<file path="src/rtl/spi_sram_arbiter.sv">
`default_nettype none
// ==== spi_sram_arbiter : ibus/dbus Wishbone arbiter in front of one SPI SRAM controller ====
// ==== rev 1.0                                                                          ====
module spi_sram_arbiter #(
    parameter int AW         = 14,
    parameter int FIXED_PRIO = 0
) (
    input  logic          clk,
    input  logic          rst,
    input  logic          i_cyc,
    input  logic [AW-1:0] i_adr,
    output logic [31:0]   i_dat,
    output logic          i_ack,
    input  logic          d_cyc,
    input  logic [AW-1:0] d_adr,
    input  logic          d_we,
    input  logic [31:0]   d_dat_w,
    input  logic [3:0]    d_sel,
    output logic [31:0]   d_dat,
    output logic          d_ack,
    output logic          s_cyc,
    output logic [AW-1:0] s_adr,
    output logic          s_we,
    output logic [31:0]   s_dat_w,
    output logic [3:0]    s_sel,
    input  logic [31:0]   s_dat_r,
    input  logic          s_ack,
    output logic [1:0]    grant,
    output logic          busy
);
    localparam logic [1:0] S_IDLE = 2'd0;
    localparam logic [1:0] S_BUSY = 2'd1;
    localparam logic [1:0] S_GAP  = 2'd2;

    localparam logic LAST_IBUS = 1'b0;

    logic [1:0] state_q, state_d;
    logic [1:0] grant_q, grant_d;
    logic       last_q, last_d;
    logic       w_pick_dbus;
    logic       w_ack_ok;

    // Contention goes to dbus in fixed mode, otherwise to whoever was not served last.
    always_comb begin
        w_pick_dbus = d_cyc;
        if (i_cyc && d_cyc) begin
            w_pick_dbus = (FIXED_PRIO != 0) ? 1'b1 : (last_q == LAST_IBUS);
        end
    end

    always_comb begin
        state_d = state_q;
        grant_d = grant_q;
        last_d  = last_q;
        case (state_q)
            S_IDLE: begin
                if (i_cyc || d_cyc) begin
                    state_d = S_BUSY;
                    grant_d = w_pick_dbus ? 2'b10 : 2'b01;
                    last_d  = w_pick_dbus;
                end
            end
            S_BUSY: begin
                if (s_ack) begin
                    state_d = S_GAP;
                    grant_d = 2'b00;
                end
            end
            S_GAP: begin
                state_d = S_IDLE;
            end
            default: begin
                state_d = S_IDLE;
                grant_d = 2'b00;
            end
        endcase
    end

    always_ff @(posedge clk or posedge rst) begin
        if (rst) begin
            state_q <= S_IDLE;
            grant_q <= 2'b00;
            last_q  <= LAST_IBUS;
        end else begin
            state_q <= state_d;
            grant_q <= grant_d;
            last_q  <= last_d;
        end
    end

    // S_GAP holds s_cyc low one cycle so the controller cannot relaunch the finished access.
    assign s_cyc    = (state_q == S_BUSY);
    assign busy     = (state_q == S_BUSY) || (state_q == S_GAP);
    assign grant    = grant_q;
    assign w_ack_ok = s_ack && (state_q == S_BUSY);
    assign i_ack    = w_ack_ok && grant_q[0];
    assign d_ack    = w_ack_ok && grant_q[1];
    assign i_dat    = s_dat_r;
    assign d_dat    = s_dat_r;

    always_comb begin
        s_adr   = '0;
        s_we    = 1'b0;
        s_sel   = 4'b0000;
        s_dat_w = 32'h0;
        if (grant_q[1]) begin
            s_adr   = d_adr;
            s_we    = d_we;
            s_sel   = d_sel;
            s_dat_w = d_dat_w;
        end else if (grant_q[0]) begin
            s_adr   = i_adr;
            s_sel   = 4'b1111;
        end
    end

endmodule
`default_nettype wire

</file>
<file path="config.mk">
export PLATFORM = sky130hd
export DESIGN_NAME = spi_sram_arbiter
export DESIGN_NICKNAME = d
export VERILOG_FILES = /design/src/rtl/spi_sram_arbiter.sv
export SDC_FILE = /design/constraint.sdc
export NUM_CORES = 1
export LEC_CHECK = 0
export BUFFER_PORTS_ARGS = -buffer_cell sky130_fd_sc_hd__buf_2
export CELL_PAD_IN_SITES_DETAIL_PLACEMENT = 1
export CELL_PAD_IN_SITES_GLOBAL_PLACEMENT = 2
export CORE_AREA = 4 4 112 114
export CTS_CLUSTER_SIZE = 24
export DETAILED_ROUTE_END_ITERATION = 10
export DIE_AREA = 0 0 116 118
export PLACE_DENSITY_LB_ADDON = 0.1
export SLEW_MARGIN = 5
export SYNTH_ARGS = -nofsm -noshare
export SYNTH_HDL_FRONTEND = slang
export SYNTH_SLANG_ARGS = --single-unit
</file>
<file path="constraint.sdc">
create_clock -name clk -period 3.7 [get_ports clk]
set_input_delay 0.37 -clock clk [delete_from_list [all_inputs] [get_ports clk]]
set_output_delay 0.37 -clock clk [all_outputs]
set_load 0.01 [all_outputs]
</file>
==> flow_summary_export.csv, run 1 <==
group,metric,value,unit
synth,synth_fp_nets,265,
power,internal_power,483,uW
clock_tree,cts-root-buf,"clkbuf_16",
power,power.share.combinational,0.673,
sta,finalMaxSlewViolations,0,
clock_tree,cts-htree-levels,1,
power,p_per_area,531,mW/mm^2
sta,final.setup.worst_slack,1710,ps
synth,netlist_top_cells_count,"buf_4, and2_1, a22o_1, dfrtp_1",
setup_path,critPathKind,"register to output port",
place,portBuffers,126,
global_routing,grt_usage,0.0643,
layout,area_growth,29.0,%
setup_path,cp_data_required_time,3330,ps
power,clock_power_share,0.211,
synth,synth_top_area_cell,"buf_4",
flow_run,maxCapViolCount,0,
setup_path,cp-end-kind,"output port",
synth,yosysWarnings,0,
route,num_vias,1197,
clock_tree,ctsHoldBuffers,0,
synth,async_reset_ff_frac,1.00,
power,sequentialPowerShare,0.116,
setup_path,r2r_start,"state_q[1]",
synth,synth_area,0.00124,mm^2
synth,avgSynthCellArea,7.78,um^2
global_routing,grt_pass1_vias,1191,
clock_tree,postCtsSetupRepairBufs,0,
clock_tree,ctsResizeCount,0,
floorplanning,io_pins,223,
global_routing,overflow,0,
synth,synth_area_leaders,"buf_4, and2_1, dfrtp_1",
sta,max_freq,0.502,GHz
clock_tree,cts_buffer_depth,2,
sta,worstMarginPinSlew,741,ps
setup_path,r2r_setup_slack,1950,ps
route,vias_per_cell,3.33,
setup_path,critPathMaxStageDelay,650,ps
floorplanning,core,0.0114,mm^2
status,status,"complete, no violations",
sta,rsz0062_at_grt,"false",
power,ir_drop,0.188,mV
setup_path,startpoint_type,"register",
layout,fin_nets,324,
route,initialDrtViolationCount,14,
synth,syn_inst,159,
synth,yosysMostFrequentCell,"buf_4",
clock_tree,clock-sinks,5,
floorplanning,die_w,116,um
floorplanning,std_cell_rows,39,
sta,tns,0,ps
synth,synth_edf_count,0,
floorplanning,dieHeight,118,um
sta,post-route-min-period,1990,ps
layout,diodes,0,
synth,yosysUniqueCellTypes,25,
route,first_pass_iters,4,
place,dp_slack,1880,ps
route,drc_errors,0,
place,hpwl,4250,um
power,leakage,0.965,nW
setup_path,worstPathMaxFanout,17,
layout,layout-drive-gt1-share,0.622,
power,p_sw,365,uW
clock_tree,insertion_delay,230,ps
setup_path,slowest_stage,"nor2b_2",
route,avgRoutedWirePerCell,13.8,um
place,routabilityCongestion,0.667,
clock_tree,numCtsBuffers,3,
floorplanning,start_util,0.108,
synth,synthFlopType,"dfrtp_1",
synth,synth_top_area_share,0.394,
global_routing,grt_antenna_before_repair,0,
route,wl,4950,um
sta,final-setup-viol-count,0,
min_path,worstHoldPathType,"primary input to asynchronous set/reset pin",
floorplanning,dieArea,0.0137,mm^2
sta,finalHoldViolCount,0,
clock_tree,tritoncts,"yes",
clock_tree,cts.reportedPaths.clkPinSlew,30,ps
power,switching_share,0.431,
global_routing,grt_max_degree,56,
sta,worst_slew_margin_rel,0.504,
setup_path,cp.arrival,1620,ps
synth,synth.ff_latch_count,5,
global_routing,grt_pass1_wl,6870,um
setup_path,crit_chain,"nor2b_2 > a22o_1 > buf_2",
sta,period_share,0.539,
sta,finalClockSkew,1.04,ps
synth,synth_seq_area_share,0.101,
setup_path,startpoint,"grant[0]",
route,final_antenna_net_count,0,
==> power groups by stage <==
stage,Clock [mW],Sequential (mW),Combinational (mW)
finish,0.179,0.0984,0.571
global route,0.190,0.102,0.642
CTS,0.183,0.0989,0.595
detailed placement,0,0.0993,0.593
global placement,0,0.0989,0.606
floorplan,0,0.0980,0.434
==> per-layer routing <==
layer | vias up | wire length (um) | GRT usage
li1 | 571 | - | -
met1 | 522 | 1710 | 0.0644
met2 | 91 | 2460 | 0.121
met3 | 13 | 731 | 0.0293
met4 | 0 | 43 | 0.0102
met5 | - | 0 | 0
==> final cells by class <==
type	count	area [um^2]
Fill cell	1403	9820
Timing Repair Buffer	127	638
Multi-Input combinational cell	77	561
Tap cell	143	179
Sequential cell	5	125
Clock buffer	4	78.8
Inverter	4	15.0
==> state kept, by name, summed over array words and instances, names as in the netlist <==
| register | count |
|---|---|
| state_q | 2 |
| grant | 2 |
| last_q | 1 |
==> through the flow <==
stage,util,cells,total power [mW],hold WS [ps],area (um^2)
4_1_cts,0.140,360,0.877,66.5,1600
3_5_place_dp,0.133,356,0.692,305,1520
6_report,0.140,360,0.848,49.8,1600
2_1_floorplan,-,159,0.532,149,1240
3_3_place_gp,0.133,356,0.705,309,1520
5_1_grt,0.140,360,0.935,78.6,1600
==> worst max-delay path, delay by kind of cell, from the launching register on <==
family	cells	cell delay (ps)
AND/OR/NAND/NOR	1	650
AO/OA/AOI/OAI	1	230
flip-flops	1	390
buffers and inverters	1	130
==> placed cells by master (no fill, tap or decap), types with 3 or more instances in the layout <==
cell and instances:
ha_1 4, nand2_1 3, o31ai_1 4, a21o_1 4
buf_2 126, and2_1 33, inv_1 4, dfrtp_1 5
clkbuf_16 3, a22o_1 13
==> final timing paths <==
| check | endpoint | cells after the start |
|---|---|---|
| setup reg to reg | state_q[1] | 5 |
| hold / removal | grant[0] | 2 |
| setup / recovery | s_adr[11] | 3 |
| hold reg to reg | last_q | 1 |
| max in group asynchronous | state_q[0] | 2 |
| min in group clk | last_q | 2 |
==> logic make-up (layout without fill, tap and decap cells) <==
kind of cell	Yosys count	after routing	share of synthesized area
adders and majority gates	4	4	0.0404
buffers and inverters	77	135	0.446
and+or+nand+nor	44	44	0.223
muxes	1	1	0.0121
AOI/OAI and AO/OA	28	28	0.177
DFF	5	5	0.101
Note: power is estimated with default switching activity, not from simulation.
==> run 2, diff against run 1 <==
--- a/config.mk
+++ b/config.mk
@@ -5,13 +5,14 @@
 export SDC_FILE = /design/constraint.sdc
 export NUM_CORES = 1
 export LEC_CHECK = 0
+export ABC_AREA = 1
 export BUFFER_PORTS_ARGS = -buffer_cell sky130_fd_sc_hd__buf_2
 export CELL_PAD_IN_SITES_DETAIL_PLACEMENT = 1
 export CELL_PAD_IN_SITES_GLOBAL_PLACEMENT = 2
-export CORE_AREA = 4 4 112 114
+export CORE_AREA = 4 4 122 124
 export CTS_CLUSTER_SIZE = 24
 export DETAILED_ROUTE_END_ITERATION = 10
-export DIE_AREA = 0 0 116 118
+export DIE_AREA = 0 0 126 128
 export PLACE_DENSITY_LB_ADDON = 0.1
 export SLEW_MARGIN = 5
 export SYNTH_ARGS = -nofsm -noshare
==> constraint.sdc (replaced) <==
create_clock -name clk -period 1.8 [get_ports clk]
set_input_delay 0.18 -clock clk [delete_from_list [all_inputs] [get_ports clk]]
set_output_delay 0.18 -clock clk [all_outputs]
set_load 0.01 [all_outputs]
==> run 2 against run 1 <==
Net effect: die area grew 18%; hold slack improved by 240 ps; utilization is 0.97 points lower; highest routed layer unchanged.
==> flow_summary_export.csv, run 2 <==
group,metric,value,unit
layout,final_common_cell,"buf_2",
synth,yosysWarnings,0,
floorplanning,std_cell_rows,43,
layout,diodes,0,
setup_path,cp-end-kind,"output port",
flow_run,maxCapViolCount,0,
sta,final-setup-viol-count,0,
setup_path,crit_chain,"buf_4 > nand2_1 > nand2_1 > buf_2",
clock_tree,cts_buffer_depth,2,
setup_path,slowest_stage,"dfrtp_2",
global_routing,grt_pass1_vias,1557,
route,wl,5180,um
route,drc_errors,0,
setup_path,cp.arrival,1290,ps
route,avgRoutedWirePerCell,10.9,um
sta,max_freq,0.680,GHz
route,vias_per_cell,3.03,
clock_tree,cts-root-buf,"clkbuf_16",
synth,synth_fp_nets,340,
sta,period_share,0.817,
floorplanning,dieArea,0.0161,mm^2
synth,yosysUniqueCellTypes,15,
synth,synthFlopType,"dfrtp_1",
global_routing,grt_usage,0.0611,
place,hpwl,4420,um
setup_path,critPathKind,"register to output port",
sta,worst_slew_margin_rel,0.812,
setup_path,cp_data_required_time,1620,ps
clock_tree,insertion_delay,230,ps
setup_path,path_delay_family,"flip-flops",
floorplanning,start_util,0.0986,
sta,timing.hold.ws,288,ps
clock_tree,postCtsSetupRepairBufs,0,
synth,synth.ff_latch_count,5,
clock_tree,numCtsBuffers,3,
global_routing,grt_antenna_before_repair,0,
setup_path,cp_num_buf_inv,2,
floorplanning,core,0.0138,mm^2
sta,worstMarginPinSlew,282,ps
layout,layout-drive-gt1-share,0.471,
min_path,worstHoldPathType,"primary input to register",
layout,area_growth,32.0,%
route,final_antenna_net_count,0,
clock_tree,clock-sinks,5,
setup_path,worstPathMaxFanout,13,
layout,layout_common_cells,"buf_2, nand2_1, inv_1",
sta,rsz0062_at_grt,"false",
status,status,"complete, no violations",
floorplanning,die_w,126,um
floorplanning,dieHeight,128,um
synth,netlist_top_cells_count,"nand2_1, buf_4, inv_1, nand3_1, dfrtp_1",
synth,synth_top_area_share,0.387,
route,initialDrtViolationCount,16,
layout,fin_nets,402,
synth,synth_edf_count,0,
clock_tree,tritoncts,"yes",
setup_path,startpoint_type,"register",
power,ir_drop,0.605,mV
power,p_per_area,1030,mW/mm^2
synth,synth_area_leaders,"buf_4, nand2_1, inv_1",
sta,finalHoldViolCount,0,
synth,synth_top_area_cell,"buf_4",
clock_tree,cts.reportedPaths.clkPinSlew,30,ps
power,leakage,1.31,nW
sta,post-route-min-period,1470,ps
sta,tns,0,ps
place,routabilityCongestion,0.652,
global_routing,grt_pass1_wl,8050,um
clock_tree,ctsHoldBuffers,1,
setup_path,critPathMaxStageDelay,520,ps
route,num_vias,1437,
place,portBuffers,126,
synth,syn_inst,234,
clock_tree,cts-htree-levels,1,
clock_tree,ctsResizeCount,0,
global_routing,grt_max_degree,31,
synth,yosysMostFrequentCell,"nand2_1",
global_routing,overflow,0,
synth,synth_area,0.00136,mm^2
setup_path,cpMostUsedCell,"nand2_1",
sta,finalMaxSlewViolations,0,
route,first_pass_iters,4,
synth,synth_seq_area_share,0.0922,
sta,finalClockSkew,0.585,ps
synth,async_reset_ff_frac,1.00,
floorplanning,io_pins,223,
synth,avgSynthCellArea,5.80,um^2
[run 2: worst reg2reg max path: stages, from the launching register on]
cell	delay (ps)
dfrtp_1	400
inv_1	110
ha_1	230
inv_1	100
nor2_1	140
inv_1	80
nand2_1	70
o21ai_2	50
[run 2: layer usage]
metal	wire [um]	vias to the layer above	GRT usage
met5	0	-	0
met4	116	0	0.0170
met3	470	16	0.0196
met2	2630	82	0.111
met1	1960	603	0.0683
li1	-	736	-
[run 2: logic make-up (layout without fill, tap and decap cells)]
family	Yosys count	in the layout	synth area share
buffers and inverters	114	175	0.527
and+or+nand+nor	107	107	0.326
DFF	5	5	0.0922
adders and majority gates	4	4	0.0369
AOI/OAI and AO/OA	4	4	0.0175
[run 2: final timing paths]
check                           startpoint  cells after the start  slack (ps)         end
worst min-delay path                 d_cyc                      3         290      last_q
worst max register to register  state_q[0]                      7         520      last_q
min in group asynchronous              rst                      3         420  state_q[0]
worst min register to register      last_q                      2         490      last_q
max in group asynchronous              rst                      3        1180    grant[1]
worst max-delay path              grant[1]                      4         330   s_adr[10]
[run 2: layout make-up]
| type | instances | area, um^2 |
|---|---|---|
| flip-flops and latches | 5 | 126 |
| fillers | 1766 | 12000 |
| inverters | 41 | 156 |
| clock buffers | 4 | 78.8 |
| well taps | 180 | 225 |
| repair buffers | 130 | 688 |
| multi-input cells | 115 | 517 |
[run 2: power by group]
group          leakage, nW  internal [mW]  switching (mW)
logic                 1.21          0.507           0.737
registers           0.0624          0.161          0.0728
clock network       0.0382          0.293          0.0698
[run 2: through the flow]
stage	util	instance area (um^2)	total power, mW	instances	setup slack (ps)
5_1_grt	0.130	1790	2.06	475	196
2_1_floorplan	-	1360	1.14	234	665
6_report	0.130	1790	1.84	475	330
3_5_place_dp	0.124	1700	1.53	470	526
3_3_place_gp	0.124	1700	1.55	470	530
4_1_cts	0.130	1790	1.91	475	289
==> run 3, diff against run 2 <==
--- a/config.mk
+++ b/config.mk
@@ -5,14 +5,14 @@
 export SDC_FILE = /design/constraint.sdc
 export NUM_CORES = 1
 export LEC_CHECK = 0
-export ABC_AREA = 1
+export ABC_AREA = 0
 export BUFFER_PORTS_ARGS = -buffer_cell sky130_fd_sc_hd__buf_2
 export CELL_PAD_IN_SITES_DETAIL_PLACEMENT = 1
 export CELL_PAD_IN_SITES_GLOBAL_PLACEMENT = 2
-export CORE_AREA = 4 4 122 124
+export CORE_AREA = 4 4 117 119
 export CTS_CLUSTER_SIZE = 24
 export DETAILED_ROUTE_END_ITERATION = 10
-export DIE_AREA = 0 0 126 128
+export DIE_AREA = 0 0 121 123
 export PLACE_DENSITY_LB_ADDON = 0.1
 export SLEW_MARGIN = 5
 export SYNTH_ARGS = -nofsm -noshare
==> constraint.sdc (replaced) <==
create_clock -name clk -period 1.34 [get_ports clk]
set_input_delay 0.134 -clock clk [delete_from_list [all_inputs] [get_ports clk]]
set_output_delay 0.134 -clock clk [all_outputs]
set_load 0.01 [all_outputs]
==> run 3 against run 2 <==
Net effect: the flow now finishes with violations (negative setup slack); flip-flop and latch count stayed put; combinational power is 78% higher; count of clock-buffer cells in the layout stayed put; worst setup slack worse by 360 ps; sequential share of layout area is 0.41 points lower; die area is 7.7% lower; hold slack worse by 76 ps; cell count is 15% lower; total power is 62% higher; critical endpoint is now s_adr[1]; highest routed layer unchanged.
==> flow_summary_export.csv, run 3 (same netlist as run 1, synthesis figures left out) <==
group,metric,value,unit
sta,final.setup.worst_slack,-32.4,ps
place,dpl.cell_count,395,
clock_tree,cts-htree-levels,1,
layout,layout-drive-gt1-share,0.688,
flow_run,maxCapViolCount,0,
setup_path,critPathKind,"register to output port",
global_routing,busiest_layer,"met2",
clock_tree,tritoncts,"yes",
clock_tree,clock-sinks,5,
setup_path,crit_chain,"nor2b_2 > buf_12 > a22o_1 > buf_2",
route,drc_errors,0,
power,ir_drop,0.481,mV
sta,finalHoldViolCount,0,
global_routing,grt_pass1_wl,7450,um
setup_path,startpoint_type,"register",
place,place_area,0.00167,mm^2
floorplanning,start_util,0.0985,
setup_path,critPathMaxStageDelay,400,ps
setup_path,worstPathMaxFanout,17,
global_routing,grtUsageMet1,0.0655,
route,final_antenna_net_count,0,
global_routing,overflow,0,
layout,multi_input_area,619,um^2
layout,finish.cell_count_without_fillers,403,
sta,finalClockSkew,3.22,ps
layout,final_common_cell,"buf_2",
clock_tree,cts_buffer_depth,2,
route,wl,5590,um
route,num_vias,1262,
sta,worst_slew_margin_rel,0.844,
clock_tree,cts-root-buf,"clkbuf_16",
sta,tns,-354,ps
sta,finalMaxSlewViolations,0,
sta,worstMarginPinSlew,234,ps
clock_tree,numCtsBuffers,3,
layout,fillCellCount,1531,
setup_path,r2r_setup_slack,10,ps
place,routabilityCongestion,0.664,
floorplanning,core,0.0126,mm^2
clock_tree,insertion_delay,230,ps
sta,max_freq,0.729,GHz
floorplanning,dieHeight,123,um
layout,diodes,0,
place,portBuffers,126,
route,first_pass_iters,3,
global_routing,grt_antenna_before_repair,0,
setup_path,slowest_stage,"dfrtp_1",
layout,layout_common_cells,"buf_2, and2_1, buf_6",
layout,final_area,0.00190,mm^2
power,leakage,1.06,nW
sta,post-route-min-period,1370,ps
status,status,"finished, violations left",
global_routing,globalRouteMet2Util,0.121,
sta,final-setup-viol-count,15,
status,violations,"negative setup slack",
setup_path,cp.arrival,1240,ps
layout,regArea,126,um^2
global_routing,grt_usage,0.0646,
min_path,worstHoldPathType,"primary input to register",
sta,rsz0062_at_grt,"true",
global_routing,use_met3,0.0265,
global_routing,grt_pass1_vias,1258,
layout,area_growth,53.8,%
power,p_per_area,1570,mW/mm^2
layout,fin_nets,338,
route,initialDrtViolationCount,17,
route,avgRoutedWirePerCell,13.9,um
sta,period_share,1.02,
route,vias_per_cell,3.13,
floorplanning,die_w,121,um
floorplanning,std_cell_rows,41,
setup_path,cp-end-kind,"output port",
global_routing,grt_max_degree,56,
setup_path,cp_data_required_time,1210,ps
clock_tree,cts.reportedPaths.clkPinSlew,30,ps
floorplanning,dieArea,0.0149,mm^2
floorplanning,io_pins,223,
## run 3: cell types whose count changed in the layout (fill, tap and decap cells not counted), sizes merged, moves of 4 or more
cell   change
inv       -37
buf       +11
nand3     -16
a22o      +13
a21o       +4
nor2b      +4
nor2       -4
o31ai      +4
and2      +33
nand2     -81
## run 3: metrics by stage
step                      setup WS (ps)  hold slack (ps)   util  total power [mW]
after floorplan                   -40.0            -87.5      -              1.51
after global placement             -133             69.9  0.133              2.26
after detailed placement           -152             72.2  0.133              2.21
after CTS                         -55.6              206  0.147              2.95
after global routing               -120              227  0.151              3.24
final                             -32.4              212  0.151              2.99
## run 3: area by class of cell
class	count	share of cell area
Multi-Input combinational cell	77	0.325
Clock buffer	4	0.0414
Sequential cell	5	0.0664
Timing Repair Buffer	141	0.446
Inverter	4	0.00789
Tap cell	172	0.113
## run 3: what timing repair did
action / 4_1_cts / 5_1_grt
resized for setup: 18 / 12
hold buffers: 1 / 0
buffers inserted: 2 / 1
gates cloned: 0 / 0
hold endpoints to repair: 5 / 0
pin swaps: 4 / 2
setup endpoints to repair: 25 / 58
## run 3: final timing paths
| check | startpoint | end | depth (start not counted) |
|---|---|---|---|
| max in group asynchronous | rst | state_q[0] | 3 |
| min in group asynchronous | rst | state_q[1] | 3 |
| min | i_cyc | last_q | 2 |
| max | grant[1] | s_adr[1] | 4 |
| min reg2reg | last_q | last_q | 1 |
| max reg2reg | state_q[1] | state_q[1] | 5 |
## run 3: critical path, delay by kind of cell, from the launching register on
family,cells,cell delay [ps]
buffers and inverters,2,300
DFF,1,400
and+or+nand+nor,1,170
AOI/OAI and AO/OA,1,130
## run 3: metal layers
layer	wire [um]	up-vias
met3	719	22
met5	0	-
met2	2830	77
met1	1930	563
li1	-	600
met4	102	0
## run 3: power breakdown
group | switching, mW | internal, mW | total [mW]
Combinational | 1.02 | 1.18 | 2.21
Clock | 0.0960 | 0.394 | 0.490
Sequential | 0.0675 | 0.220 | 0.288
